$ cat src/rtl/fetch_ctrl_pkg.sv
// Shared definitions for the fetch controller: FSM state type and default widths/reset PC.
package fetch_ctrl_pkg;

   localparam int PC_W   = 6;
   localparam int PC_RST = 0;
   localparam int CNT_W  = 8;

   typedef enum logic [1:0] {
      ST_RUN  = 2'd0,
      ST_HOLD = 2'd1,
      ST_HALT = 2'd2
   } fetch_state_e;

endpackage

$ cat src/rtl/fetch_redirect_buf.sv
// Pending-redirect register: captures a redirect that arrives while the front end is frozen
// and hands it back once the stall releases. A branch outranks a jump, pending or coincident.
module fetch_redirect_buf #(
   parameter int PC_W = 6,
   parameter logic [PC_W-1:0] PC_RST_V = '0
) (
   input  logic            clck,
   input  logic            rst,
   input  logic            capture_en,
   input  logic            br_taken,
   input  logic [PC_W-1:0] br_target,
   input  logic            jump,
   input  logic [PC_W-1:0] jump_target,
   input  logic            consume,
   output logic            pend_valid,
   output logic [PC_W-1:0] pend_target,
   output logic            accept
);

   logic pend_br;
   logic accept_br;
   logic accept_jump;

   assign accept_br   = capture_en & br_taken;
   assign accept_jump = capture_en & jump & ~br_taken & ~(pend_valid & pend_br);
   assign accept      = accept_br | accept_jump;

   always_ff @(posedge clck) begin
      if (rst) begin
         pend_valid  <= 1'b0;
         pend_target <= PC_RST_V;
         pend_br     <= 1'b0;
      end else if (accept_br) begin
         pend_valid  <= 1'b1;
         pend_target <= br_target;
         pend_br     <= 1'b1;
      end else if (accept_jump) begin
         pend_valid  <= 1'b1;
         pend_target <= jump_target;
         pend_br     <= 1'b0;
      end else if (consume) begin
         pend_valid  <= 1'b0;
         pend_br     <= 1'b0;
      end
   end

endmodule

$ cat src/rtl/fetch_ctrl.sv
// Fetch-stage PC and pipeline-register control (RUN/HOLD/HALT). Optional performance
// counters stall_cnt/flush_cnt are built when FETCH_CTRL_PERF_EN is defined.
module fetch_ctrl #(
   parameter int PC_W   = fetch_ctrl_pkg::PC_W,
   parameter int PC_RST = fetch_ctrl_pkg::PC_RST,
   parameter int CNT_W  = fetch_ctrl_pkg::CNT_W
) (
   input  logic            clck,
   input  logic            rst,
   input  logic [PC_W-1:0] pc_cur,
   input  logic            load_use,
   input  logic            ext_stall,
   input  logic            jump,
   input  logic [PC_W-1:0] jump_target,
   input  logic            br_taken,
   input  logic [PC_W-1:0] br_target,
   input  logic            halt_req,
   input  logic            resume,
   output logic [PC_W-1:0] pc_next,
   output logic            pc_write,
   output logic            if_id_write,
   output logic            if_id_flush,
   output logic            id_ex_bubble,
   output logic            halted,
   output logic [1:0]      state_dbg
`ifdef FETCH_CTRL_PERF_EN
   ,
   output logic [CNT_W-1:0] stall_cnt,
   output logic [CNT_W-1:0] flush_cnt
`endif
);

   import fetch_ctrl_pkg::*;

   localparam logic [PC_W-1:0] PC_RST_V = PC_W'(PC_RST);

   fetch_state_e    state_q;
   logic            capture_en;
   logic            consume;
   logic            accept;
   logic            pend_valid;
   logic [PC_W-1:0] pend_target;
   logic [PC_W-1:0] pc_inc;
   logic            go_halt;

   assign pc_inc    = pc_cur + PC_W'(1);
   assign state_dbg = state_q;
   assign go_halt   = halt_req & ~br_taken & ~jump & ~load_use;

   fetch_redirect_buf #(
      .PC_W     (PC_W),
      .PC_RST_V (PC_RST_V)
   ) u_redirect_buf (
      .clck        (clck),
      .rst         (rst),
      .capture_en  (capture_en),
      .br_taken    (br_taken),
      .br_target   (br_target),
      .jump        (jump),
      .jump_target (jump_target),
      .consume     (consume),
      .pend_valid  (pend_valid),
      .pend_target (pend_target),
      .accept      (accept)
   );

   always_ff @(posedge clck) begin
      if (rst) begin
         state_q <= ST_RUN;
      end else begin
         case (state_q)
            ST_RUN: begin
               if (ext_stall)    state_q <= ST_HOLD;
               else if (go_halt) state_q <= ST_HALT;
            end
            ST_HOLD: begin
               if (!ext_stall) state_q <= (!pend_valid && go_halt) ? ST_HALT : ST_RUN;
            end
            ST_HALT: begin
               if (resume) state_q <= ST_RUN;
            end
            default: state_q <= ST_RUN;
         endcase
      end
   end

   always_comb begin
      pc_next      = pc_cur;
      pc_write     = 1'b0;
      if_id_write  = 1'b0;
      if_id_flush  = 1'b0;
      id_ex_bubble = 1'b0;
      halted       = 1'b0;
      capture_en   = 1'b0;
      consume      = 1'b0;
      if (rst) begin
         pc_next      = PC_RST_V;
         if_id_flush  = 1'b1;
         id_ex_bubble = 1'b1;
      end else if (state_q == ST_HALT) begin
         halted = 1'b1;
      end else if (ext_stall) begin
         // Front end frozen: any redirect is parked in the buffer, wrong-path fetch flushed.
         id_ex_bubble = 1'b1;
         capture_en   = 1'b1;
         if_id_flush  = accept;
      end else if (state_q == ST_HOLD && pend_valid) begin
         // Release cycle replays the parked redirect; other events this cycle are not acted on.
         pc_next     = pend_target;
         pc_write    = 1'b1;
         if_id_write = 1'b1;
         consume     = 1'b1;
      end else if (br_taken) begin
         pc_next      = br_target;
         pc_write     = 1'b1;
         if_id_write  = 1'b1;
         if_id_flush  = 1'b1;
         id_ex_bubble = 1'b1;
      end else if (jump) begin
         pc_next     = jump_target;
         pc_write    = 1'b1;
         if_id_write = 1'b1;
         if_id_flush = 1'b1;
      end else if (load_use) begin
         id_ex_bubble = 1'b1;
      end else if (!halt_req) begin
         pc_next     = pc_inc;
         pc_write    = 1'b1;
         if_id_write = 1'b1;
      end
   end

`ifdef FETCH_CTRL_PERF_EN
   localparam logic [CNT_W-1:0] CNT_MAX = '1;

   always_ff @(posedge clck) begin
      if (rst) begin
         stall_cnt <= '0;
         flush_cnt <= '0;
      end else begin
         if (!pc_write && !halted && stall_cnt != CNT_MAX) stall_cnt <= stall_cnt + CNT_W'(1);
         if (if_id_flush && flush_cnt != CNT_MAX)          flush_cnt <= flush_cnt + CNT_W'(1);
      end
   end
`endif

endmodule
$ cat config.mk
export PLATFORM = sky130hd
export DESIGN_NAME = fetch_ctrl
export DESIGN_NICKNAME = d
export VERILOG_FILES = /design/src/rtl/fetch_ctrl_pkg.sv /design/src/rtl/fetch_redirect_buf.sv /design/src/rtl/fetch_ctrl.sv
export SDC_FILE = /design/constraint.sdc
export NUM_CORES = 1
export LEC_CHECK = 0
export BUFFER_PORTS_ARGS = -buffer_cell sky130_fd_sc_hd__buf_2
export CAP_MARGIN = 20
export CORE_MARGIN = 2
export CORE_UTILIZATION = 30
export CTS_BUF_LIST = sky130_fd_sc_hd__clkbuf_4
export DETAILED_ROUTE_END_ITERATION = 10
export GPL_ROUTABILITY_DRIVEN = 0
export PLACE_DENSITY = 0.63
export SLEW_MARGIN = 10
export SYNTH_ARGS = -nofsm -noshare
export SYNTH_HDL_FRONTEND = slang
export SYNTH_HIERARCHICAL = 1
export SYNTH_SLANG_ARGS = --single-unit
export TNS_END_PERCENT = 1
$ cat constraint.sdc
create_clock -name clck -period 1.8 [get_ports clck]
set_input_delay 0.36 -clock clck [delete_from_list [all_inputs] [get_ports clck]]
set_output_delay 0.36 -clock clck [all_outputs]
set_load 0.02 [all_outputs]
==> results of run 1 <==
[logic make-up after synthesis]
| group | after synthesis | share of synthesized area [%] |
|---|---|---|
| compound gates | 49 | 41.1 |
| xor+xnor | 2 | 1.66 |
| fa+ha+maj | 1 | 1.19 |
| buf+inv | 15 | 8.07 |
| flops | 10 | 19.0 |
| mux | 1 | 1.07 |
| simple gates | 47 | 27.9 |
[area by class of cell]
| cell class | instances | area, sq um | share of cell area (%) |
|---|---|---|---|
| sequential | 10 | 209 | 13.9 |
| clock buffer | 3 | 22.5 | 1.50 |
| timing repair buffer | 58 | 360 | 24.0 |
| tap | 46 | 57.6 | 3.84 |
| inverter | 8 | 30.0 | 2.00 |
| clock inverter | 1 | 3.75 | 0.250 |
| multi-input combinational | 100 | 816 | 54.4 |
[registers in the layout (all words and copies together), names as in the netlist]
register	cells
u_redirect_buf/pend_br	1
state_dbg	2
u_redirect_buf/pend_valid	1
u_redirect_buf/pend_target	6
[synthesized netlist by cell type, types with 3 or more instances]
cell type   n  share of area [%]
buf_2       3                1.4
nand2_1     6                2.1
o221a_2     6                6.4
o21ai_1     3                1.4
inv_1       7                2.5
a21oi_1     9                4.3
nor2b_1     4                2.4
a22oi_1     3                2.1
nor3_1      3                1.4
o221a_1     6                6.4
nor2_1      9                3.2
dfxtp_1    10                 19
nand3_1     4                1.9
[tightest hold or removal path, cell delays in order]
cell and delay [ns]:
buf_2 0.08, o32a_1 0.14, nor3_2 0.04
[worst max-delay path by stage]
| stage | slack (ns) | startpoint | end | cells after the start |
|---|---|---|---|---|
| after CTS | -0.21 | state_dbg[1] | pc_next[4] | 5 |
| after floorplan | -0.02 | state_dbg[1] | pc_next[4] | 4 |
| after global routing | -0.34 | state_dbg[1] | pc_next[4] | 5 |
| after detailed placement | -0.13 | pc_cur[0] | pc_next[2] | 7 |
| final | -0.23 | state_dbg[1] | pc_next[4] | 5 |
| after global placement | -0.10 | pc_cur[0] | pc_next[2] | 7 |
[repair_timing]
| action | in CTS | in global routing |
|---|---|---|
| resized for setup | 13 | 11 |
| pin swaps | 7 | 4 |
| setup buffers | 1 | 0 |
| setup endpoints to repair | 9 | 9 |
| endpoints found under the hold margin | 0 | 0 |
[per-stage QoR]
stage | hold WS, ns | worst slack (ns) | util, % | total power, mW
6_report | 0.372 | -0.230 | 44.6 | 0.740
5_1_grt | 0.368 | -0.336 | 44.6 | 0.783
4_1_cts | 0.358 | -0.206 | 43.6 | 0.737
3_5_place_dp | 0.482 | -0.131 | 41.4 | 0.554
3_3_place_gp | 0.474 | -0.102 | 41.4 | 0.549
2_1_floorplan | 0.429 | -0.0229 | - | 0.431
[per-layer routing]
layer	vias up	GRT usage, %	share of wire (%)
met3	4	5.00	6.0
met1	606	21.4	42
met2	48	32.2	51
met5	-	0	0
met4	0	4.62	1.0
li1	605	-	-
[power by group through the flow]
stage / clock (mW) / combinational (mW) / sequential [mW]
floorplan: 0 / 0.175 / 0.256
global placement: 0 / 0.293 / 0.256
detailed placement: 0 / 0.298 / 0.256
CTS: 0.173 / 0.311 / 0.253
global route: 0.181 / 0.345 / 0.256
finish: 0.164 / 0.323 / 0.253
==> summary.txt, run 1 <==
Status
  • Status: finished, violations left
  • Failing checks: negative setup slack

Route
  • 1st-iter DRT viols: slightly above 50
  • Final antenna-violating net count: 0
  • Post-route DRC: 0
  • Post-detailed-routing wire length: 3.66 mm
  • DR pass1 iterations: 4
  • Routed vias: ~1,300
  • Avg WL per Cell: between 15 and 20 microns
  • Vias per cell: between 5 and 6

Finish
  • Layout cells sized above 1: a little over half
  • Filler instances: roughly 370
  • Final Cell Area: around 1500 sq um
  • Synthesis-to-finish area growth: 42.3%
  • Commonest non-fill, non-tap cell in the layout: buf_2
  • ANT cells: 0
  • Post-Layout Cell Count: about 230
  • Commonest non-fill, non-tap cells in the layout: buf_2 (30), buf_4 (28), inv_1 (7), a21oi_1 (7), dfxtp_1 (7)
  • Nets: ~210

STA
  • Final Skew: just under 0.008 ns
  • Post-route setup slack: -0.230 ns
  • Final Cycle Share: 113%
  • Final hold vios: 0
  • Relative slew slack: 76.7%
  • Unrepaired setup endpoints after global routing: yes
  • Final setup viols: 9
  • Fin. max-slew vios: 0
  • Final min period: between 2 and 2.5 ns
  • Fmax: about 490 MHz
  • Setup TNS Final: -1.09 ns
  • Worst-margin pin slew: around 0.35 ns

Critical path
  • Worst path cell trace: nand3b_1 -> nor2_4 -> a221oi_2 -> a221oi_2 -> buf_4
  • Startpoint Class: register
  • Origin of the critical flop-to-flop path: state_dbg[1]
  • CP required: around 1.4 ns
  • Worst R2R Setup Slack: roughly 0.18 ns
  • Critical path's slowest cell: dfxtp_4
  • Kind of cell adding the most delay to the critical path: simple AND/OR/NAND/NOR gates
  • Crit path buffers/inverters: 1
  • Crit Path Max Fanout: 7
  • Arrival time worst endpoint: between 1.5 and 2 ns
  • R2r worst-path depth: 5
  • Critical Path Max Stage Delay: about 0.36 ns
  • Crit path capture type: primary output
  • Dominant cell type by count on the critical path: a221oi_2
  • Critical R2R Capture: u_redirect_buf/pend_target[2]
  • CP Class: register to primary output

Floorplanning
  • IO Pins: 39
  • Core ar.: 3360 sq um
  • Die width: around 63 microns
  • Rows: 21
  • Initial core utilization: between 30% and 40%
  • Die area: about 4000 sq um
  • Die H: 63.3 microns

Pwr
  • Pwr/cell area: ~490 nW/um^2
  • P_leak: between 0.6 and 0.7 nW
  • Sw frac: around 37%
  • Power Internal: between 0.4 and 0.5 mW
  • Clock power share: 22.1%
  • Sequential share of power: around 34%
  • VDD IR max: approximately 290 uV
  • Net Switching: around 0.27 mW
  • Combinational Power Share: a little over two fifths

Synth
  • FFs w/ async S/R, synth: 0%
  • Mapped Area: 1050 sq um
  • Post-synthesis register bit count: 10
  • Mapped Avg Cell Area: between 8 and 9 sq um
  • Sequential fraction of the synthesis area: between 10% and 20%
  • Syn Nets: between 150 and 200
  • Distinct cells, synth: 54
  • Top_reg_cell synth: dfxtp_1
  • Synth warn: 6
  • Post-synth EDFFs: 0
  • Cells after Synth: 125

Worst hold path
  • Hold Crit Start: resume
  • HP Class: input port to register
  • Hold Crit Depth: 3
  • Hold endpoint: state_dbg[1]

Clock network
  • Worst skew pair latency: between 0.2 and 0.3 ns
  • Deepest clock path buffer count: 2
  • CTS Sinks: 10
  • CTS Buf Count: 3
  • CTS tree: done
  • H-tree Lvls: 1
  • Clock slew at reported path FFs: roughly 0.070 ns
  • Hold buffer count at CTS: 0
  • Root Driver: clkbuf_4

Flow run
  • MaxCap Viol Count: 0

Placement
  • Placed insts: roughly 220
  • I/O Buffers: 38
  • Placed inst area: ~1400 sq um
  • Detailed Place HPWL: 2.84 mm

Global routing
  • Antenna violations before repair: 0
  • Largest net degree at the start of global routing: 13
  • GRT Residual Overflow: 0
  • GRT Total Usage: about 18%
  • Vias in the first global route: ~1,300
  • First-pass GRT wire length: 5.73 mm
Power figures use the tool's default switching activity.
==> run 2, diff against run 1 <==
Settings changed: BUFFER_PORTS_ARGS -buffer_cell sky130_fd_sc_hd__buf_2 to -buffer_cell sky130_fd_sc_hd__buf_4.
==> summary.txt, run 2 (same netlist as run 1, synthesis figures left out) <==
Status
  • Status: finished, violations left
  • Failing checks: negative setup slack

Finish
  • Final Cell Area: 1620 sq um (+8.2%)
  • Largest register FFs: 6 (unchanged)
  • Synthesis-to-finish area growth: 53.9%
  • Nets: 212 (+1.9%)
  • Commonest non-fill, non-tap cell in the layout: buf_4
  • Commonest non-fill, non-tap cells in the layout: buf_4 (59), nor2_1 (8), a21oi_1 (8)
  • Layout cells sized above 1: 53.6% (-0.34 points)
  • Multi-input logic area: 828 sq um (+1.5%)
  • Largest reg by FF count: u_redirect_buf/pend_target
  • ANT cells: 0 (unchanged)
  • Filler instances: 361 (-2.2%)
  • Register area: 206 sq um (-1.2%)

STA
  • Setup TNS Final: -1.07 ns (+0.0110 ns)
  • Hold WS: 0.358 ns (-0.0141 ns)
  • Final Cycle Share: 112% (-0.26 points)
  • Post-route setup slack: -0.225 ns (+0.00470 ns)
  • Final setup viols: 7 (-2)
  • Final hold vios: 0 (unchanged)
  • Fin. max-slew vios: 0 (unchanged)
  • Fmax: 494 MHz (+0.23%)
  • Final min period: 2.02 ns (-0.00470 ns)
  • Final Skew: 0.00673 ns (-0.00114 ns)
  • Unrepaired setup endpoints after global routing: yes
  • Worst-margin pin slew: 0.307 ns (-0.0399 ns)
  • Relative slew slack: 79.3% (+2.7 points)

Clock network
  • Root Driver: clkbuf_4
  • Worst skew pair latency: 0.27 ns (about the same)
  • H-tree Lvls: 1 (unchanged)
  • CTS Buf Count: 3 (unchanged)
  • Deepest clock path buffer count: 2 (unchanged)
  • Hold buffer count at CTS: 0 (unchanged)
  • Clock slew at reported path FFs: 0.08 ns (about the same)
  • CTS Sinks: 10 (unchanged)
  • CTS tree: done

Pwr
  • Sw frac: 36.1% (-0.80 points)
  • Power Total: 0.770 mW (+4.2%)
  • Sequential share of power: 32.8% (-1.5 points)
  • Combinational Power Share: 45.9% (+2.3 points)
  • Clock power share: 21.3% (-0.8 points)
  • Net Switching: 0.278 mW (+1.9%)
  • Power Internal: 0.492 mW (+5.5%)
  • P_leak: 0.681 nW (+9.1%)
  • VDD IR max: 280 uV (-2.6%)
  • Pwr/cell area: 475 nW/um^2 (-3.7%)

Route
  • Metal2 WL: 1.80 mm (-3.0%)
  • DR pass1 iterations: 4 (unchanged)
  • Routed vias: 1,239 (-1.9%)
  • Vias per cell: 5.41 (-3.2%)
  • Post-detailed-routing wire length: 3.55 mm (-2.8%)
  • Final antenna-violating net count: 0 (unchanged)
  • Met3 wire length: 211 microns (-3.7%)
  • Metal1 wirelength: 1.54 mm (about the same)
  • Post-route DRC: 0 (unchanged)
  • Avg WL per Cell: 15.5 microns (-4.1%)
  • DR top layer: met3
  • 1st-iter DRT viols: 76 (+49%)

Global routing
  • Largest net degree at the start of global routing: 13 (unchanged)
  • GRT Total Usage: 18.8% (+0.66 points)
  • GRT Residual Overflow: 0 (unchanged)
  • Vias in the first global route: 1,272 (+1.5%)
  • Antenna violations before repair: 0 (unchanged)
  • First-pass GRT wire length: 5.98 mm (+4.3%)

Floorplanning
  • Die area: 4000 sq um (unchanged)
  • Die H: 63.3 microns (unchanged)
  • Die width: 63.3 microns (unchanged)
  • Core ar.: 3360 sq um (unchanged)
  • Initial core utilization: 31.3% (unchanged)
  • IO Pins: 39 (unchanged)
  • Rows: 21 (unchanged)

Worst hold path
  • HP Class: input port to register
  • Hold Crit Depth: 3 (unchanged)

Flow run
  • MaxCap Viol Count: 0 (unchanged)

Critical path
  • Startpoint Class: register
  • Critical path's slowest cell: dfxtp_4
  • Dominant cell type by count on the critical path: buf_4
  • Arrival time worst endpoint: 1.66 ns (about the same)
  • Crit path capture type: primary output
  • Critical Path Max Stage Delay: 0.37 ns (about the same)
  • CP Class: register to primary output
  • CP required: 1.44 ns (about the same)
  • Crit Path Max Fanout: 6 (-1)
  • R2r worst-path depth: 6 (+1)
  • Worst path cell trace: nand3b_1 -> buf_4 -> o2111ai_2 -> a221oi_2 -> buf_4

Placement
  • I/O Buffers: 38 (unchanged)
  • Dpl ws: -0.0976 ns (+0.0334 ns)
  • Placed inst area: 1500 sq um (+7.9%)
  • Detailed Place HPWL: 2.81 mm (-0.97%)
-- run 2: through the flow --
step,utilization [%],cells
2_1_floorplan,-,125
3_3_place_gp,44.7,223
3_5_place_dp,44.7,223
4_1_cts,47.7,229
5_1_grt,48.2,229
6_report,48.2,229
-- run 2: per-layer routing --
metal / up-vias / GRT usage, %
met1: 597 / 24.2
met2: 35 / 32.4
met3: 0 / 4.29
met4: 0 / 2.72
met5: - / 0
li1: 607 / -
-- run 2: cell type report --
| class | count | share of cell area [%] |
|---|---|---|
| clock buffer | 3 | 1.39 |
| inverter | 8 | 1.85 |
| multi-input combinational | 100 | 51.1 |
| sequential | 10 | 12.7 |
| tap | 46 | 3.55 |
| timing repair buffer | 62 | 29.4 |
-- run 2: worst max-delay path: cells and delay by family (launching register included) --
family	cells	cell delay, ns
flip-flops	1	0.37
AND/OR/NAND/NOR	1	0.24
AO/OA/AOI/OAI	2	0.43
buffers and inverters	2	0.35
-- run 2: repair_timing --
item,CTS,global route
endpoints found under the setup margin,9,9
pin swaps,6,2
hold endpoints to repair,0,0
buffers inserted,3,0
gates resized for setup,13,5
-- run 2: power by group through the flow --
stage	sequential (mW)	clock (mW)	combinational, mW
2_1_floorplan	0.256	0	0.175
3_3_place_gp	0.256	0	0.325
3_5_place_dp	0.257	0	0.329
4_1_cts	0.253	0.167	0.347
5_1_grt	0.255	0.174	0.379
6_report	0.253	0.164	0.354
-- run 2: worst paths after layout --
kind / to / slack (ns) / startpoint
min: state_dbg[1] / 0.36 / resume
min reg2reg: state_dbg[0] / 0.45 / state_dbg[1]
max reg2reg: u_redirect_buf/pend_target[2] / 0.13 / state_dbg[1]
max: pc_next[4] / -0.22 / state_dbg[1]
==> run 3, diff against run 2 <==
Settings changed: CORE_ASPECT_RATIO from default to 0.75.
==> summary.txt, run 3 (same netlist as run 1, synthesis figures left out) <==
Route
  • Avg WL per Cell: 16.6 microns (+7.2%)
  • Post-route DRC: 0 (unchanged)
  • DR pass1 iterations: 4 (unchanged)
  • Final antenna-violating net count: 0 (unchanged)
  • Vias per cell: 5.81 (+7.3%)
  • Routed vias: 1,301 (+5.0%)
  • 1st-iter DRT viols: 116 (+53%)
  • Post-detailed-routing wire length: 3.73 mm (+4.9%)

Global routing
  • First-pass GRT wire length: 6.15 mm (+2.8%)
  • Largest net degree at the start of global routing: 13 (unchanged)
  • Antenna violations before repair: 0 (unchanged)
  • GRT Total Usage: 19.4% (+0.67 points)
  • GRT Residual Overflow: 0 (unchanged)
  • Vias in the first global route: 1,278 (+0.47%)

Pwr
  • VDD IR max: 277 uV (-1.3%)
  • Power Total: 0.777 mW (+0.81%)
  • Combinational Power Share: 47.9% (+2.0 points)
  • P_leak: 0.688 nW (+0.99%)
  • Clock power share: 19.5% (-1.8 points)
  • Sequential share of power: 32.6% (-0.2 points)
  • Power Internal: 0.501 mW (+1.7%)
  • Net Switching: 0.276 mW (-0.79%)
  • Sw frac: 35.5% (-0.58 points)
  • Pwr/cell area: 470 nW/um^2 (-1.0%)

Finish
  • Commonest non-fill, non-tap cell in the layout: buf_4
  • Commonest non-fill, non-tap cells in the layout: buf_4 (59), inv_1 (7), a21oi_1 (7), dfxtp_1 (7)
  • Fin util: 49.5% (+1.3 points)
  • Multi-input logic area: 857 sq um (+3.5%)
  • ANT cells: 0 (unchanged)
  • Largest register FFs: 6 (unchanged)
  • Register area: 204 sq um (-1.2%)
  • Layout cells sized above 1: 56.0% (+2.4 points)
  • Largest reg by FF count: u_redirect_buf/pend_target
  • Synthesis-to-finish area growth: 56.8%
  • Post-Layout Cell Count: 224 (-2.2%)
  • Nets: 213 (+0.47%)
  • Filler instances: 325 (-10%)

Clock network
  • Clock slew at reported path FFs: 0.06 ns (-0.02 ns)
  • Root Driver: clkbuf_4
  • CTS tree: done
  • Worst skew pair latency: 0.26 ns (about the same)
  • CTS Buf Count: 3 (unchanged)
  • CTS Sinks: 10 (unchanged)
  • Deepest clock path buffer count: 2 (unchanged)
  • H-tree Lvls: 1 (unchanged)
  • Hold buffer count at CTS: 0 (unchanged)

Critical path
  • Worst path cell trace: nand3b_1 -> buf_4 -> o2111ai_4 -> a221oi_2 -> buf_4
  • Origin of the critical flop-to-flop path: state_dbg[1]
  • CP required: 1.44 ns (about the same)
  • Critical Path Max Stage Delay: 0.35 ns (-0.02 ns)
  • Arrival time worst endpoint: 1.61 ns (-0.05 ns)
  • Crit Path Max Fanout: 5 (-1)
  • Dominant cell type by count on the critical path: buf_4
  • Critical path's slowest cell: dfxtp_2
  • Crit path capture type: primary output
  • Startpoint Class: register
  • CP startpoint: state_dbg[1]
  • CP Class: register to primary output

Floorplanning
  • Initial core utilization: 31.6% (+0.28 points)
  • Rows: 18 (-14%)
  • Core ar.: 3330 sq um (-0.89%)
  • Die area: 4010 sq um (+0.12%)
  • Die width: 72.4 microns (+14%)
  • Die H: 55.3 microns (-13%)
  • IO Pins: 39 (unchanged)

STA
  • Worst-margin pin slew: 0.324 ns (+0.0167 ns)
  • Final hold vios: 0 (unchanged)
  • Fmax: 507 MHz (+2.6%)
  • Final setup viols: 7 (unchanged)
  • Unrepaired setup endpoints after global routing: yes
  • Final Skew: 0.00281 ns (-0.00391 ns)
  • Final min period: 1.97 ns (-0.0519 ns)
  • Relative slew slack: 78.4% (-0.98 points)
  • Hold WS: 0.368 ns (+0.0100 ns)
  • Post-route setup slack: -0.173 ns (+0.0519 ns)
  • Final Cycle Share: 110% (-2.9 points)
  • Fin. max-slew vios: 0 (unchanged)
  • Setup TNS Final: -0.726 ns (+0.348 ns)

Placement
  • Detailed Place HPWL: 2.90 mm (+3.1%)
  • I/O Buffers: 38 (unchanged)
  • Placed insts: 218 (-2.2%)

Worst hold path
  • Hold Crit Start: jump_target[3]
  • HP Class: input port to register

Status
  • Status: finished, violations left
  • Failing checks: negative setup slack

Flow run
  • MaxCap Viol Count: 0 (unchanged)
==> run 3: cell count changes in the layout (fill, tap and decap cells not counted), sizes merged <==
| cell | change |
|---|---|
| buf | +1 |
==> run 3: power groups by stage <==
| stage | Clock (mW) | Combinational (mW) | Sequential [mW] |
|---|---|---|---|
| floorplan | 0 | 0.175 | 0.256 |
| global route | 0.177 | 0.401 | 0.256 |
| detailed placement | 0 | 0.334 | 0.257 |
| CTS | 0.159 | 0.352 | 0.253 |
| finish | 0.152 | 0.372 | 0.253 |
| global placement | 0 | 0.329 | 0.255 |
==> run 3: timing repair <==
| action | CTS | global route |
|---|---|---|
| gates resized for setup | 15 | 10 |
| gates cloned | 0 | 0 |
| buffers inserted | 3 | 0 |
| endpoints found under the setup margin | 9 | 10 |
| pin swaps | 7 | 5 |
| endpoints found under the hold margin | 0 | 0 |
==> run 3: final timing paths <==
kind / to / slack [ns] / cells past startpoint
worst max-delay path: pc_next[4] / -0.17 / 5
worst min-delay path: u_redirect_buf/pend_target[3] / 0.37 / 2
worst min register to register: state_dbg[0] / 0.53 / 2
worst max register to register: u_redirect_buf/pend_target[1] / 0.10 / 7
==> run 3: layer usage <==
metal | vias up | GRT usage (%) | wire, microns
met5 | - | 0 | 0
met4 | 0 | 5.03 | 58
met3 | 11 | 5.84 | 290
met2 | 64 | 29.9 | 1710
met1 | 610 | 26.3 | 1660
li1 | 616 | - | -
==> run 3: cell type report <==
| type | count | share of cell area [%] |
|---|---|---|
| clock buffers | 3 | 1.36 |
| inverters | 8 | 1.82 |
| multi-input cells | 100 | 51.9 |
| flip-flops and latches | 10 | 12.3 |
| well taps | 40 | 3.03 |
| repair buffers | 63 | 29.5 |
==> run 3: critical path, delay by kind of cell (launching register included) <==
family / cells / cell delay, ns
buffers and inverters: 2 / 0.36
AOI/OAI and AO/OA: 2 / 0.41
and+or+nand+nor: 1 / 0.23
DFF: 1 / 0.35
==> run 3: stage by stage <==
step	cell area, sq um	worst slack [ns]
4_1_cts	1600	-0.164
3_3_place_gp	1500	-0.0725
3_5_place_dp	1500	-0.107
5_1_grt	1650	-0.292
6_report	1650	-0.173
2_1_floorplan	1060	-0.0229
